===== config.mk =====
export PLATFORM = sky130hd
export DESIGN_NAME = alu_cmd_driver_flat
export DESIGN_NICKNAME = d
export VERILOG_FILES = /design/src/rtl/alu_cmd_driver_if.sv /design/src/rtl/alu_cmd_driver.sv /design/src/flat_wrapper.sv
export SDC_FILE = /design/constraint.sdc
export NUM_CORES = 1
export LEC_CHECK = 0
export ABC_AREA = 0
export BUFFER_PORTS_ARGS = -buffer_cell sky130_fd_sc_hd__buf_2
export CAP_MARGIN = 20
export CORE_ASPECT_RATIO = 0.5
export CORE_MARGIN = 2
export CORE_UTILIZATION = 51
export DETAILED_ROUTE_END_ITERATION = 7
export GPL_TIMING_DRIVEN = 0
export PLACE_DENSITY = 0.74
export SETUP_SLACK_MARGIN = 0.05
export SLEW_MARGIN = 0
export SYNTH_ARGS = -nofsm -noshare
export SYNTH_HDL_FRONTEND = slang
export SYNTH_SLANG_ARGS = --single-unit

===== constraint.sdc =====
create_clock -name i_clk -period 4.67 [get_ports i_clk]
set_input_delay 0 -clock i_clk [delete_from_list [all_inputs] [get_ports i_clk]]
set_output_delay 0 -clock i_clk [all_outputs]
set_load 0.02 [all_outputs]

===== src/rtl/alu_cmd_driver_if.sv =====
// Command and response channels between a command source and alu_cmd_driver.
// master = command source / response sink; slave = the driver.
interface alu_cmd_driver_if #(
  parameter int unsigned ID_W = 4
);
  logic            cmd_valid;
  logic            cmd_ready;
  logic [7:0]      cmd_a;
  logic [7:0]      cmd_b;
  logic            cmd_op;
  logic [ID_W-1:0] cmd_id;

  logic            rsp_valid;
  logic            rsp_ready;
  logic [15:0]     rsp_data;
  logic [ID_W-1:0] rsp_id;
  logic            rsp_err;

  modport master (
    output cmd_valid, cmd_a, cmd_b, cmd_op, cmd_id, rsp_ready,
    input  cmd_ready, rsp_valid, rsp_data, rsp_id, rsp_err
  );

  modport slave (
    input  cmd_valid, cmd_a, cmd_b, cmd_op, cmd_id, rsp_ready,
    output cmd_ready, rsp_valid, rsp_data, rsp_id, rsp_err
  );
endinterface


===== src/rtl/alu_cmd_driver.sv =====
// Buffers ALU operand commands, drives the add/multiply ALU and returns tagged results.
// Optional result self-check (expected value, o_rsp_err, o_err_cnt) under `ALU_CMD_DRIVER_CHECK_EN.
module alu_cmd_driver #(
  parameter int unsigned DEPTH   = 4,
  parameter int unsigned ID_W    = 4,
  parameter int unsigned ALU_LAT = 1
) (
  input  logic        i_clk,
  input  logic        i_reset,
  alu_cmd_driver_if.slave bus,
  output logic        o_alu_rst,
  output logic [7:0]  o_alu_a,
  output logic [7:0]  o_alu_b,
  output logic        o_alu_sel,
  input  logic [15:0] i_alu_result,
  output logic        o_busy,
  output logic [15:0] o_issued_cnt
`ifdef ALU_CMD_DRIVER_CHECK_EN
  ,
  output logic [15:0] o_err_cnt
`endif
);

  localparam int unsigned AW  = $clog2(DEPTH);
  localparam int unsigned WCW = (ALU_LAT > 1) ? $clog2(ALU_LAT) : 1;
  localparam logic [AW:0] CNT_FULL = DEPTH[AW:0];

  typedef struct packed {
    logic [7:0]      a;
    logic [7:0]      b;
    logic            op;
    logic [ID_W-1:0] id;
  } cmd_t;

  typedef enum logic [1:0] {IDLE, LAUNCH, WAIT, RESP} state_t;

  state_t          state_q, state_d;
  cmd_t            mem [DEPTH];
  cmd_t            head, entry_in;
  logic [AW-1:0]   wr_ptr, rd_ptr;
  logic [AW:0]     count;
  logic            full, empty, push, pop, capture;
  logic [WCW-1:0]  wait_cnt;
  logic [ID_W-1:0] pend_id;
  logic [15:0]     rsp_data_q;
  logic [ID_W-1:0] rsp_id_q;

  // Ready is forced low while reset is asserted, not just after the reset edge.
  assign full          = (count == CNT_FULL);
  assign empty         = (count == '0);
  assign bus.cmd_ready = i_reset && !full;
  assign push          = bus.cmd_valid && bus.cmd_ready;
  assign head          = mem[rd_ptr];
  assign entry_in      = '{a: bus.cmd_a, b: bus.cmd_b, op: bus.cmd_op, id: bus.cmd_id};
  assign capture       = (state_q == WAIT) && (wait_cnt == '0);

  always_ff @(posedge i_clk) begin
    if (push) begin
      mem[wr_ptr] <= entry_in;
    end
  end

  always_ff @(posedge i_clk) begin
    if (!i_reset) begin
      wr_ptr <= '0;
      rd_ptr <= '0;
      count  <= '0;
    end else begin
      if (push) wr_ptr <= wr_ptr + 1'b1;
      if (pop)  rd_ptr <= rd_ptr + 1'b1;
      case ({push, pop})
        2'b10:   count <= count + 1'b1;
        2'b01:   count <= count - 1'b1;
        default: count <= count;
      endcase
    end
  end

  always_ff @(posedge i_clk) begin
    if (!i_reset) state_q <= IDLE;
    else          state_q <= state_d;
  end

  always_comb begin
    state_d = state_q;
    pop     = 1'b0;
    case (state_q)
      IDLE: begin
        if (!empty) begin
          pop     = 1'b1;
          state_d = LAUNCH;
        end
      end
      LAUNCH:  state_d = WAIT;
      WAIT:    if (wait_cnt == '0) state_d = RESP;
      RESP:    if (bus.rsp_ready) state_d = IDLE;
      default: state_d = IDLE;
    endcase
  end

  // Operands stay on the ALU bus from one pop to the next.
  always_ff @(posedge i_clk) begin
    if (!i_reset) begin
      o_alu_a      <= '0;
      o_alu_b      <= '0;
      o_alu_sel    <= 1'b0;
      pend_id      <= '0;
      o_issued_cnt <= '0;
    end else if (pop) begin
      o_alu_a      <= head.a;
      o_alu_b      <= head.b;
      o_alu_sel    <= head.op;
      pend_id      <= head.id;
      o_issued_cnt <= o_issued_cnt + 1'b1;
    end
  end

  always_ff @(posedge i_clk) begin
    if (!i_reset) begin
      wait_cnt <= '0;
    end else if (state_q == LAUNCH) begin
      wait_cnt <= WCW'(ALU_LAT - 1);
    end else if ((state_q == WAIT) && (wait_cnt != '0)) begin
      wait_cnt <= wait_cnt - 1'b1;
    end
  end

  always_ff @(posedge i_clk) begin
    if (!i_reset) begin
      rsp_data_q <= '0;
      rsp_id_q   <= '0;
    end else if (capture) begin
      rsp_data_q <= i_alu_result;
      rsp_id_q   <= pend_id;
    end
  end

  always_ff @(posedge i_clk) begin
    o_alu_rst <= !i_reset;
  end

  assign bus.rsp_valid = (state_q == RESP);
  assign bus.rsp_data  = rsp_data_q;
  assign bus.rsp_id    = rsp_id_q;
  assign o_busy        = (state_q != IDLE) || !empty;

`ifdef ALU_CMD_DRIVER_CHECK_EN
  logic [15:0] exp_calc, exp_q;
  logic        rsp_err_q;

  assign exp_calc = head.op ? {7'b0, ({1'b0, head.a} + {1'b0, head.b})}
                            : (16'(head.a) * 16'(head.b));

  always_ff @(posedge i_clk) begin
    if (!i_reset) begin
      exp_q     <= '0;
      rsp_err_q <= 1'b0;
      o_err_cnt <= '0;
    end else begin
      if (pop) exp_q <= exp_calc;
      if (capture) begin
        rsp_err_q <= (i_alu_result != exp_q);
        if ((i_alu_result != exp_q) && (o_err_cnt != '1)) begin
          o_err_cnt <= o_err_cnt + 1'b1;
        end
      end
    end
  end

  assign bus.rsp_err = rsp_err_q;
`else
  assign bus.rsp_err = 1'b0;
`endif

endmodule


===== src/flat_wrapper.sv =====
// flat-port wrapper written by rule: the top's interface ports become plain ports
module alu_cmd_driver_flat 
#(
  parameter int unsigned DEPTH   = 4,
  parameter int unsigned ID_W    = 4,
  parameter int unsigned ALU_LAT = 1
)
  (i_clk, i_reset, o_alu_rst, o_alu_a, o_alu_b, o_alu_sel, i_alu_result, o_busy, o_issued_cnt, bus_cmd_valid, bus_cmd_a, bus_cmd_b, bus_cmd_op, bus_cmd_id, bus_rsp_ready, bus_cmd_ready, bus_rsp_valid, bus_rsp_data, bus_rsp_id, bus_rsp_err);
  alu_cmd_driver_if #(.ID_W(ID_W)) bus_i ();
  input  logic i_clk;
  input  logic i_reset;
  output logic o_alu_rst;
  output logic [7:0] o_alu_a;
  output logic [7:0] o_alu_b;
  output logic o_alu_sel;
  input  logic [15:0] i_alu_result;
  output logic o_busy;
  output logic [15:0] o_issued_cnt;
  input wire logic [$bits(bus_i.cmd_valid)-1:0] bus_cmd_valid;
  input wire logic [$bits(bus_i.cmd_a)-1:0] bus_cmd_a;
  input wire logic [$bits(bus_i.cmd_b)-1:0] bus_cmd_b;
  input wire logic [$bits(bus_i.cmd_op)-1:0] bus_cmd_op;
  input wire logic [$bits(bus_i.cmd_id)-1:0] bus_cmd_id;
  input wire logic [$bits(bus_i.rsp_ready)-1:0] bus_rsp_ready;
  output wire logic [$bits(bus_i.cmd_ready)-1:0] bus_cmd_ready;
  output wire logic [$bits(bus_i.rsp_valid)-1:0] bus_rsp_valid;
  output wire logic [$bits(bus_i.rsp_data)-1:0] bus_rsp_data;
  output wire logic [$bits(bus_i.rsp_id)-1:0] bus_rsp_id;
  output wire logic [$bits(bus_i.rsp_err)-1:0] bus_rsp_err;
  assign bus_i.cmd_valid = bus_cmd_valid;
  assign bus_i.cmd_a = bus_cmd_a;
  assign bus_i.cmd_b = bus_cmd_b;
  assign bus_i.cmd_op = bus_cmd_op;
  assign bus_i.cmd_id = bus_cmd_id;
  assign bus_i.rsp_ready = bus_rsp_ready;
  assign bus_cmd_ready = bus_i.cmd_ready;
  assign bus_rsp_valid = bus_i.rsp_valid;
  assign bus_rsp_data = bus_i.rsp_data;
  assign bus_rsp_id = bus_i.rsp_id;
  assign bus_rsp_err = bus_i.rsp_err;
  alu_cmd_driver #(.DEPTH(DEPTH), .ID_W(ID_W), .ALU_LAT(ALU_LAT)) u_core (.i_clk(i_clk), .i_reset(i_reset), .bus(bus_i), .o_alu_rst(o_alu_rst), .o_alu_a(o_alu_a), .o_alu_b(o_alu_b), .o_alu_sel(o_alu_sel), .i_alu_result(i_alu_result), .o_busy(o_busy), .o_issued_cnt(o_issued_cnt));
endmodule

### Word level (Yosys, flattened, before mapping)

Memory sizes are Yosys's and may differ from the RTL's. A register that Yosys moved wholly into a read port is not among the register bits.
Cells that the tools add are included.
Widths: inputs -> output; s select.

| operators by class | value |
|---|---|
| $add $sub $neg | 6 |
| equal/unequal tests | 9 |
| muxes and demuxes | 9 |
| bitwise gates (word level) | 2 |
| reductions and logical operators | 15 |

Operators by type and width:

| cell | count |
|---|---|
| $add 16x1->16 const B | 1 |
| $pmux 2 s4 | 1 |
| $eq 2x2->1 const B | 3 |
| $mux 2 | 3 |
| $ne 2x2->1 const B | 3 |
| $pmux 3 s2 | 1 |
| $add 2x1->2 const B | 2 |
| $eq 2x1->1 const B | 2 |
| $logic_and 1x1->1 | 4 |
| $logic_not 1->1 | 4 |
| $mux 1 | 4 |
| $reduce_bool 2->1 | 2 |
| $add 3x1->3 const B | 1 |
| $eq 3x3->1 const B | 1 |
| $logic_not 3->1 | 1 |
| $reduce_and 3->1 | 1 |
| $sub 3x1->3 const B | 1 |
| $logic_not 2->1 | 1 |
| $not 1->1 | 2 |
| $reduce_or 2->1 | 1 |
| $logic_or 1x1->1 | 1 |
| $sub 1x1->1 const B | 1 |

| word-level totals | value |
|---|---|
| register bits | 47 |
| RAM bits | 84 |
| input port bits | 41 |
| output and inout bits | 58 |
| word-level logic and storage cells | 51 |
| memories | 1 |

Memory list:

| memory | depth | bits a word | read ports | clocked after Yosys merged registers in | write ports | line | source |
|---|---|---|---|---|---|---|---|
| u_core.mem | 4 | 21 | 1 | 1 | 1 | alu_cmd_driver.sv:38 | `cmd_t mem [DEPTH];` |

### Depth between registers and ports, before layout

| logic depth | value |
|---|---|
| depth in word-level cells | 6 |
| gate-level depth with buffers | 11 |
| mapped depth without buffers | 10 |

### Worst setup path after synthesis

No wires, ideal clock.

| path | value |
|---|---|
| path type | register -> register |
| start point | reg u_core.state_q[0] |
| end point | reg u_core.count[2] |
| arrival | 2.370 ns |
| data required time | 4.600 ns |
| setup slack | 2.230 ns |
| cell stages (with the launch flop) | 12 |
| buffers on the path | 1 |
| path through | dfxtp_1 inv_1 ha_1 nand2b_1 inv_2 buf_1 ha_1 inv_1 fa_1 xor2_1 or3_1 a21oi_1 |

| on the way | value |
|---|---|
| word-level cells in the longest chain between the ends | 4 |
| elaborated cells on any way between the ends | 6 |
| classes of those cells | 2 x eq/ne; 2 x mux; 2 x reduce/logical |

Ends and longest elaborated chain:

| element | line | source |
|---|---|---|
| from (decl) | alu_cmd_driver.sv:37 | `state_t state_q, state_d;` |
| from (signal assigned) | alu_cmd_driver.sv:81 | `else state_q <= state_d;` |
| $logic_not 2->1 * | alu_cmd_driver.sv:87 | `case (state_q)` |
| $mux 1 * | alu_cmd_driver.sv:87 |  |
| via u_core.pop | alu_cmd_driver.sv:42 | `logic full, empty, push, pop, capture;` |
| $eq 2x1->1 / $eq 2x2->1 (equally long branches) | alu_cmd_driver.sv:71 | `case ({push, pop})` |
| $pmux 3 s2 / $reduce_bool 2->1 (equally long branches) | - |  |
| to (signal assigned) | alu_cmd_driver.sv:72 | `2'b10: count <= count + 1'b1;` |
| to (signal assigned) | alu_cmd_driver.sv:73 | `2'b01: count <= count - 1'b1;` |
| to (signal assigned) | alu_cmd_driver.sv:74 | `default: count <= count;` |
| to (decl) | alu_cmd_driver.sv:41 | `logic [AW:0] count;` |

Mark *: on every way through the listed nets, which the timed path passes. The rest lies on a longest branch.
A chain may end at the register's enable or synchronous reset.

### Worst setup path after layout

Ends and elaborated chain as after synthesis.

==> impl_metrics.tcl <==
set metrics [dict create \
    status "finished, final reports clean" \
    die_area_mm2 0.0122 \
    synth_warnings 0 \
    synth-xor-area-share 0.0243 \
    portBuffers 97 \
    critical_path_class "register to register" \
    wl_per_cell_um 15.8 \
    cts_tree "done" \
    worstPathRequired_ns 5.01 \
    n_fill_cell 757 \
    synthCells 443 \
    coreArea_mm2 0.0110 \
    ys_seq_elements 152 \
    synth-edff-count 84 \
    holdPathStages 5 \
    clock.fmax_ghz 0.343 \
    boundaryPins 99 \
    slew_violations 0 \
    max_cap_viol_count 0 \
    seq_area_frac_synth 0.674 \
    antenna_found_initial 0 \
    synth_top_family_by_area "simple AND/OR/NAND/NOR gates" \
    fp.dieW_um 154 \
    grt_first_pass_wirelength_um 18600 \
    drt-total-wl_um 12000 \
    die_height_um 79.1 \
    nets 652 \
    wl_met3_um 547 \
    fin_setup_tns_ns 0 \
    grt_max_degree 22 \
    worst_pin_slew_ns 1.08 \
    drive_gt1_frac 0.252 \
    wl_met1_um 5320 \
    numCtsBuffers 17 \
    synth_nets 496 \
    dpl_cell_area_mm2 0.00642 \
    hold_ws_ns 0.0956 \
    route.met2.wl_um 5870 \
    critical_path.endpoint_type "register" \
    synth_area_mm2 0.00576 \
    period_share 0.625 \
    drt_iter0_markers 184 \
    clock_skew_ns 0.00902 \
    synth.avg_cell_area_um2 13.0 \
    muxShareOfSynthArea 0.0856 \
    start_kind "register" \
    top_layer "met4" \
    htree_levels 4 \
    syn_to_final_growth_pct 28.9 \
    leakagePower_nw 2.77 \
    cts_sinks 152 \
    path_max_fanout 10 \
    postCtsResizedCells 0 \
    grt_overflow 0 \
    insertedDiodeCount 0 \
    report.final.hold_viol_count 0 \
    cts_setup_buffers 0 \
    initial_core_util 0.523 \
    min_period_ns 2.92 \
    fin_area_mm2 0.00742 \
    maxSlewHeadroom 0.278 \
    dp.cells 685 \
    rsz0062_at_grt "false" \
    path_clk_slew_ns 0.06 \
    synthAdderAreaFrac 0.0274 \
    vdd_drop_max_v 0.000256 \
    routed_via_density 5.16 \
    async_flop_share 0 \
    routabilityCongestion 0.740 \
    layoutNonFillerInstCount 757 \
    clockBufferDepth 2 \
    std_cell_rows 27 \
    arrival_ns 3.26 \
    synth.distinct_cells 36 \
    synth_ff_type "edfxtp_1" \
    ant_nets 0 \
    grt_use_total 0.204 \
    finalSetupViolCount 0 \
    drc_errors 0 \
    grt_pass1_vias 3711 \
    yosys.area_share.simple 0.109 \
    clock-root-buffer "clkbuf_16" \
    hold_path.class "primary input to register" \
    dpl.hpwl_um 7540 \
    synth-compound-area-share 0.0545 \
    p_per_area_mw_per_mm2 545 \
    r2r_cells 11 \
    clkLatencyLatePin_ns 0.42 \
    num_vias 3907 \
    drtPass1Iterations 4 \
]
synth_stat cells (5+ instances only):
master    number  area [µm²]
a21oi_1       49         245
clkbuf_1      17        63.8
dfxtp_1       68        1360
edfxtp_1      84        2520
ha_1          11         138
inv_1         13        48.8
mux4_2        21         473
nand2_1       94         353
nand4_1        6        37.5
nor2_1        18        67.6
or3_1          5        31.3
xnor2_1       11        96.3
xor2_1         5        43.8
worst max-delay path, stage by stage (launching register included):
cell,delay (ns)
dfxtp_1,0.33
inv_1,0.11
ha_1,0.28
nand2b_1,0.19
inv_2,0.19
buf_1,0.45
ha_1,0.27
inv_1,0.06
fa_1,0.37
xor2_1,0.16
or3_1,0.30
a21oi_1,0.13
metrics by stage:
stage | total power, mW | util | setup WS, ns
6_report | 4.04 | 0.674 | 1.75
4_1_cts | 4.06 | 0.670 | 1.74
3_3_place_gp | 2.68 | 0.583 | 1.79
3_5_place_dp | 2.71 | 0.583 | 1.76
2_1_floorplan | 2.41 | - | 2.23
5_1_grt | 4.24 | 0.674 | 1.54
cell usage in the layout (no fill, tap or decap), types with 5 or more instances in the layout:
master,count
a21oi_1,49
buf_2,99
clkbuf_1,21
clkbuf_16,17
dfxtp_1,68
dlygate4sd3_1,38
edfxtp_1,84
ha_1,11
inv_1,13
mux4_2,21
nand2_1,94
nand4_1,6
nor2_1,18
or3_1,5
xnor2_1,11
xor2_1,5
final cells by class:
class                           count  area, µm²  area share
Clock buffer                       22        454      0.0612
Buffer                             21       85.1      0.0115
Sequential cell                   152       3880       0.523
Inverter                           14       52.6     0.00708
Clock inverter                     10        120      0.0162
Tap cell                          145        181      0.0244
Timing Repair Buffer              137        908       0.122
Multi-Input combinational cell    256       1740       0.234
registers in the layout, summed over array words and instances, names as in the netlist:
register	cells
u_core.mem	84
u_core.bus.rsp_data	16
u_core.o_issued_cnt	16
u_core.o_alu_a	8
u_core.o_alu_b	8
u_core.bus.rsp_id	4
u_core.pend_id	4
u_core.count	3
u_core.rd_ptr	2
u_core.state_q	2
u_core.wr_ptr	2
u_core.o_alu_rst	1
u_core.o_alu_sel	1
u_core.wait_cnt	1
per-layer routing:
metal	up-vias	GRT usage
met1	1890	0.258
met5	-	0
met4	0	0.0769
met3	23	0.0617
met2	107	0.337
li1	1887	-
cell families after synthesis:
family | count (synthesis)
simple gates | 145
buf+inv | 35
mux | 23
compound gates | 59
fa+ha+maj | 12
other cells | 1
flops | 152
xor+xnor | 16
where the power goes:
group / switching (mW) / total (mW) / internal (mW)
Combinational: 0.644 / 1.05 / 0.408
Clock: 0.522 / 1.32 / 0.803
Sequential: 0.0895 / 1.67 / 1.58
path summary, 6_finish.rpt:
kind | from | end | slack [ns]
min | bus_cmd_valid | u_core.wr_ptr[1]$_SDFFE_PN0P_ | 0.1
min reg2reg | u_core.o_alu_a[1]$_SDFFE_PN0P_ | u_core.o_alu_a[1]$_SDFFE_PN0P_ | 0.45
max | u_core.state_q[0]$_SDFFE_PN0P_ | u_core.count[2]$_SDFFE_PN0P_ | 1.75
max reg2reg | u_core.state_q[0]$_SDFFE_PN0P_ | u_core.count[2]$_SDFFE_PN0P_ | 1.75
repair_timing:
item                                    in CTS  in global routing
endpoints found under the hold margin      104                  0
endpoints found under the setup margin       0                  0
hold buffers                                38                  0
Power figures use the tool's default switching activity.
